**config.mk**
```make
export PLATFORM = sky130hd
export DESIGN_NAME = hash_seq
export DESIGN_NICKNAME = d
export VERILOG_FILES = /design/src/rtl/hash_seq.sv
export SDC_FILE = /design/constraint.sdc
export NUM_CORES = 1
export LEC_CHECK = 0
export CORE_ASPECT_RATIO = 2
export CORE_MARGIN = 3
export CORE_UTILIZATION = 30
export CTS_CLUSTER_SIZE = 40
export DETAILED_ROUTE_END_ITERATION = 12
export GPL_TIMING_DRIVEN = 0
export SETUP_SLACK_MARGIN = 0.2
export SYNTH_ARGS = -nofsm -noshare
export SYNTH_HDL_FRONTEND = slang
export SYNTH_SLANG_ARGS = --single-unit
```
**constraint.sdc**
```tcl
create_clock -name clk -period 2.7 [get_ports clk]
set_input_delay 0.27 -clock clk [delete_from_list [all_inputs] [get_ports clk]]
set_output_delay 0.27 -clock clk [all_outputs]
set_load 0.005 [all_outputs]
```
**src/rtl/hash_seq.sv**
```systemverilog
// hash_seq: packs key bytes big-endian into 12-byte blocks, strobes them to a hash core
// and returns the captured hash after the core latency.
module hash_seq #(
    parameter int HASH_LATENCY = 4,
    parameter int MAX_LEN      = 255
) (
    input  logic        clk,
    input  logic        rst_n,
    input  logic        start,
    input  logic [7:0]  key_len,
    input  logic        byte_valid,
    input  logic [7:0]  byte_data,
    output logic        byte_ready,
    output logic        hash_enable,
    output logic        hash_last,
    output logic [7:0]  hash_key_length,
    output logic [31:0] hash_k0,
    output logic [31:0] hash_k1,
    output logic [31:0] hash_k2,
    input  logic [31:0] hash_result,
    output logic        result_valid,
    input  logic        result_ready,
    output logic [31:0] result,
    output logic        busy
);
    localparam int WW = $clog2(HASH_LATENCY + 2);
    localparam logic [8:0] MAX9 = 9'(MAX_LEN);

    typedef enum logic [2:0] {IDLE, LOAD, ISSUE, WAIT, DONE} state_t;

    state_t          state;
    logic [7:0]      cnt;
    logic [3:0]      idx;
    logic [95:0]     k;
    logic [WW-1:0]   wcnt;

    assign hash_k0 = k[95:64];
    assign hash_k1 = k[63:32];
    assign hash_k2 = k[31:0];

    always_ff @(posedge clk or negedge rst_n) begin
        if (!rst_n) begin
            state           <= IDLE;
            cnt             <= '0;
            idx             <= '0;
            k               <= '0;
            wcnt            <= '0;
            hash_key_length <= '0;
            byte_ready      <= 1'b0;
            hash_enable     <= 1'b0;
            hash_last       <= 1'b0;
            result_valid    <= 1'b0;
            result          <= '0;
            busy            <= 1'b0;
        end else begin
            hash_enable <= 1'b0;
            case (state)
                IDLE: if (start && {1'b0, key_len} <= MAX9) begin
                    hash_key_length <= key_len;
                    cnt             <= '0;
                    idx             <= '0;
                    k               <= '0;
                    busy            <= 1'b1;
                    if (key_len == 8'd0) begin
                        state       <= ISSUE;
                        hash_enable <= 1'b1;
                        hash_last   <= 1'b1;
                    end else begin
                        state      <= LOAD;
                        byte_ready <= 1'b1;
                    end
                end
                LOAD: if (byte_valid && byte_ready) begin
                    for (int i = 0; i < 12; i++)
                        if (idx == 4'(i)) k[95-8*i -: 8] <= byte_data;
                    cnt <= cnt + 8'd1;
                    idx <= idx + 4'd1;
                    // block closes on a full 12 bytes or the final key byte
                    if (idx == 4'd11 || cnt + 8'd1 == hash_key_length) begin
                        state       <= ISSUE;
                        byte_ready  <= 1'b0;
                        hash_enable <= 1'b1;
                        hash_last   <= (cnt + 8'd1 == hash_key_length);
                    end
                end
                ISSUE: begin
                    hash_last <= 1'b0;
                    if (hash_last) begin
                        state <= WAIT;
                        wcnt  <= WW'(HASH_LATENCY);
                    end else begin
                        state      <= LOAD;
                        byte_ready <= 1'b1;
                        k          <= '0;
                        idx        <= '0;
                    end
                end
                WAIT: begin
                    wcnt <= wcnt - WW'(1);
                    // capture on the cycle the core output becomes valid
                    if (wcnt <= WW'(1)) begin
                        result       <= hash_result;
                        result_valid <= 1'b1;
                        state        <= DONE;
                    end
                end
                DONE: if (result_ready) begin
                    result_valid <= 1'b0;
                    busy         <= 1'b0;
                    state        <= IDLE;
                end
                default: state <= IDLE;
            endcase
        end
    end
endmodule

```
==> results.json, run 1 <==
{
  "yosys_warnings": 0,
  "worst_ep_required_time_ps": 2990,
  "vias": 5430,
  "maxClockFrequency_mhz": 432,
  "timing.hold.ws_ps": 402,
  "critPathLaunchType": "flop",
  "post_route_cells_drive_above_1_share_pct": 10.6,
  "path_buf_inv": 1,
  "report.power.total_mw": 10.6,
  "gpl.final_weighted_congestion": 0.805,
  "grt_usage_pct": 16.7,
  "synth-edff-count": 0,
  "postLayoutCellArea_sq_um": 9540,
  "place.port_buffers": 193,
  "post_synth_inst_count": 629,
  "start_to_end_type_of_the_worst_setup_path": "flop to flop",
  "worst-slew-pin-transition_ps": 721,
  "post-route-worst-setup-slack_ps": 386,
  "number_of_antenna_violations_at_the_first_check_in_global_routing": 0,
  "fin_setup_tns_ps": 0,
  "critPathTopFamily": "compound AO/OA/AOI/OAI gates",
  "die_y_microns": 216,
  "p_per_area_nw_per_um2": 1120,
  "die_width_microns": 111,
  "hpwl_microns": 14900,
  "final_hold_viol_count": 0,
  "grt_max_degree": 91,
  "setup_viol": 0,
  "drc_errors": 0,
  "clk_latency_ps": 420,
  "first_pass_grt_wire_length_microns": 31300,
  "core_area_sq_um": 21600,
  "synth_fp_nets": 689,
  "tritoncts_num_sinks": 159,
  "htreeDepth": 4,
  "dp_worst_setup_slack_ps": -60.3,
  "placed_cells_incl_taps": 1096,
  "grt_setup_unrepaired": "true",
  "initial_cell_density_of_the_core_pct": 30.6,
  "initialDrtViolationCount": 229,
  "cp.arrival_ps": 2600,
  "final_cell_count_without_fillers": 1129,
  "clock_skew_ps": 11.3,
  "clk_pin_slew_worst_paths_ps": 70,
  "route.antenna.remaining_nets": 0,
  "power.leakage_nw": 4.02,
  "max_cap_viol_count": 0,
  "post_synth_instance_area_sq_um": 6600,
  "vias_in_the_first_global_route": 5605,
  "report.final.slew_viol_count": 0,
  "routed_wl_microns": 19800,
  "tritoncts": "built",
  "firstDrtPassIters": 4,
  "cpPeakStageDelay_ps": 520,
  "hold_path.class": "input pin to asynchronous set/reset pin",
  "critPathCaptureType": "flop",
  "synthFlopType": "dfrtp_1",
  "number_of_diodes": 0,
  "synthesis.area_per_instance_sq_um": 10.5,
  "synth.distinct_cells": 48,
  "placement.cell_area_sq_um": 8900,
  "vias_cell": 4.81,
  "asyncSetResetFlopFracSynth_pct": 100,
  "cts_made_buffers": 17,
  "peakVddDrop_v": 0.000509,
  "worst_path_max_delay_cell": "a21oi_1",
  "root_buffer": "clkbuf_16",
  "grt.overflow.total": 0,
  "yosysSeqAreaShare_pct": 60.3,
  "period_minus_slack_ps": 2310,
  "path_cells": "and3_1, o311ai_1, nor3b_1, a21oi_1, clkbuf_1, o21ai_0",
  "utilization_pct": 44.2,
  "drt-wirelength-per-cell_microns": 17.5,
  "worst-path-max-fanout": 10,
  "area_growth_syn_to_layout_pct": 44.7,
  "full_die_area_sq_um": 23900,
  "ctsLongestPathBuffers": 2,
  "timing.max_slew.rel_slack_pct": 52.0,
  "fin_crit_sh_pct": 85.7,
  "std_cell_rows": 76,
  "num_io_pins": 194,
  "outcome": "complete, no violations",
  "finalNetCount": 903,
  "ys_seq_elements": 159,
  "postCtsSetupRepairBufs": 0
}
repair_timing:
item,CTS,global route
hold endpoints to repair,69,0
hold buffers,1,0
resized for setup,0,12
setup endpoints to repair,0,36
cells in the final DEF, fill, tap and decap left out, drive strengths merged, types with 3 or more instances in the layout:
cell type / Yosys / final
inv: 17 / 19
buf: 11 / 13
mux2: 32 / 32
dfrtp: 159 / 159
ha: 7 / 7
clkinvlp: 0 / 4
o31ai: 3 / 3
nor2b: 3 / 3
a31oi: 3 / 3
o21ai: 119 / 119
and2: 5 / 5
nand2: 84 / 84
clkbuf: 29 / 49
nand3: 86 / 86
mux2i: 3 / 3
bufinv: 0 / 3
clkdlybuf4s50: 0 / 192
clkinv: 0 / 3
o211ai: 3 / 3
nor3: 3 / 3
xnor2: 3 / 3
or3: 3 / 3
xor2: 7 / 7
nor2: 13 / 13
a21oi: 11 / 11
logic make-up (layout without fill, tap and decap cells):
group / Yosys count / in the layout / synth area share [%]
compound gates: 152 / 152 / 12.6
fa+ha+maj: 7 / 7 / 1.33
mux: 35 / 35 / 5.92
buf+inv: 57 / 284 / 3.43
simple gates: 209 / 209 / 14.9
flops: 159 / 159 / 60.3
xor+xnor: 10 / 10 / 1.44
path summary, 6_finish.rpt:
path                             from            endpoint  slack [ps]  depth (start not counted)
max                        byte_ready               k[21]         390                          6
min                             rst_n           result[5]         400                          2
max reg2reg                byte_ready               k[21]         390                          6
min reg2reg                     k[23]               k[23]         480                          2
max in group asynchronous       rst_n               k[23]        1420                          3
min in group clk           key_len[6]  hash_key_length[6]         400                          3
cells in the mapped netlist (3+ instances only):
master | count | area [sq um]
nor2b_1 | 3 | 18.8
mux2i_1 | 3 | 30.0
a21oi_1 | 11 | 55.1
inv_1 | 16 | 60.1
dfrtp_1 | 159 | 3980
nand2_1 | 82 | 308
mux2_2 | 32 | 360
o21ai_0 | 118 | 591
nor2_1 | 13 | 48.8
a31oi_1 | 3 | 18.8
nand3_1 | 85 | 425
clkbuf_1 | 29 | 109
o31ai_1 | 3 | 22.5
o211ai_1 | 3 | 22.5
ha_1 | 7 | 87.6
xor2_1 | 7 | 61.3
and2_1 | 5 | 31.3
buf_1 | 3 | 11.3
buf_2 | 7 | 35.0
area by class of cell:
type,count,area (sq um)
buffer,40,169
clock buffer,20,457
clock inverter,12,159
fill,2071,12000
inverter,17,63.8
multi-input combinational,413,2400
sequential,159,3980
tap,273,342
timing repair buffer,195,1970
state kept, by name, indices dropped and copies added, names as in the netlist:
| signal | flops |
|---|---|
| byte_ready | 1 |
| wcnt | 3 |
| hash_enable | 1 |
| idx | 4 |
| result_valid | 1 |
| hash_last | 1 |
| result | 32 |
| cnt | 8 |
| k | 96 |
| busy | 1 |
| state | 3 |
| hash_key_length | 8 |
power by group:
part           internal [mW]  leakage (nW)  switching, mW
Clock                   1.51         0.291           1.01
Combinational           2.23          1.65           2.09
Sequential              3.23          2.08          0.569
Total                   6.97          4.02           3.67
metal layers:
metal	GRT usage [%]	wire length (microns)	up-vias
met5	0	0	-
met4	5.06	235	0
met3	2.83	568	10
met2	33.9	11900	110
met1	16.9	7090	2686
li1	-	-	2624
Power figures use the tool's default switching activity.
==> run 2, diff against run 1 <==
SKIP_LAST_GASP = 1   (was default)
==> results of run 2 <==
No change in the layout: final DEF, timing and power equal those of run 1.
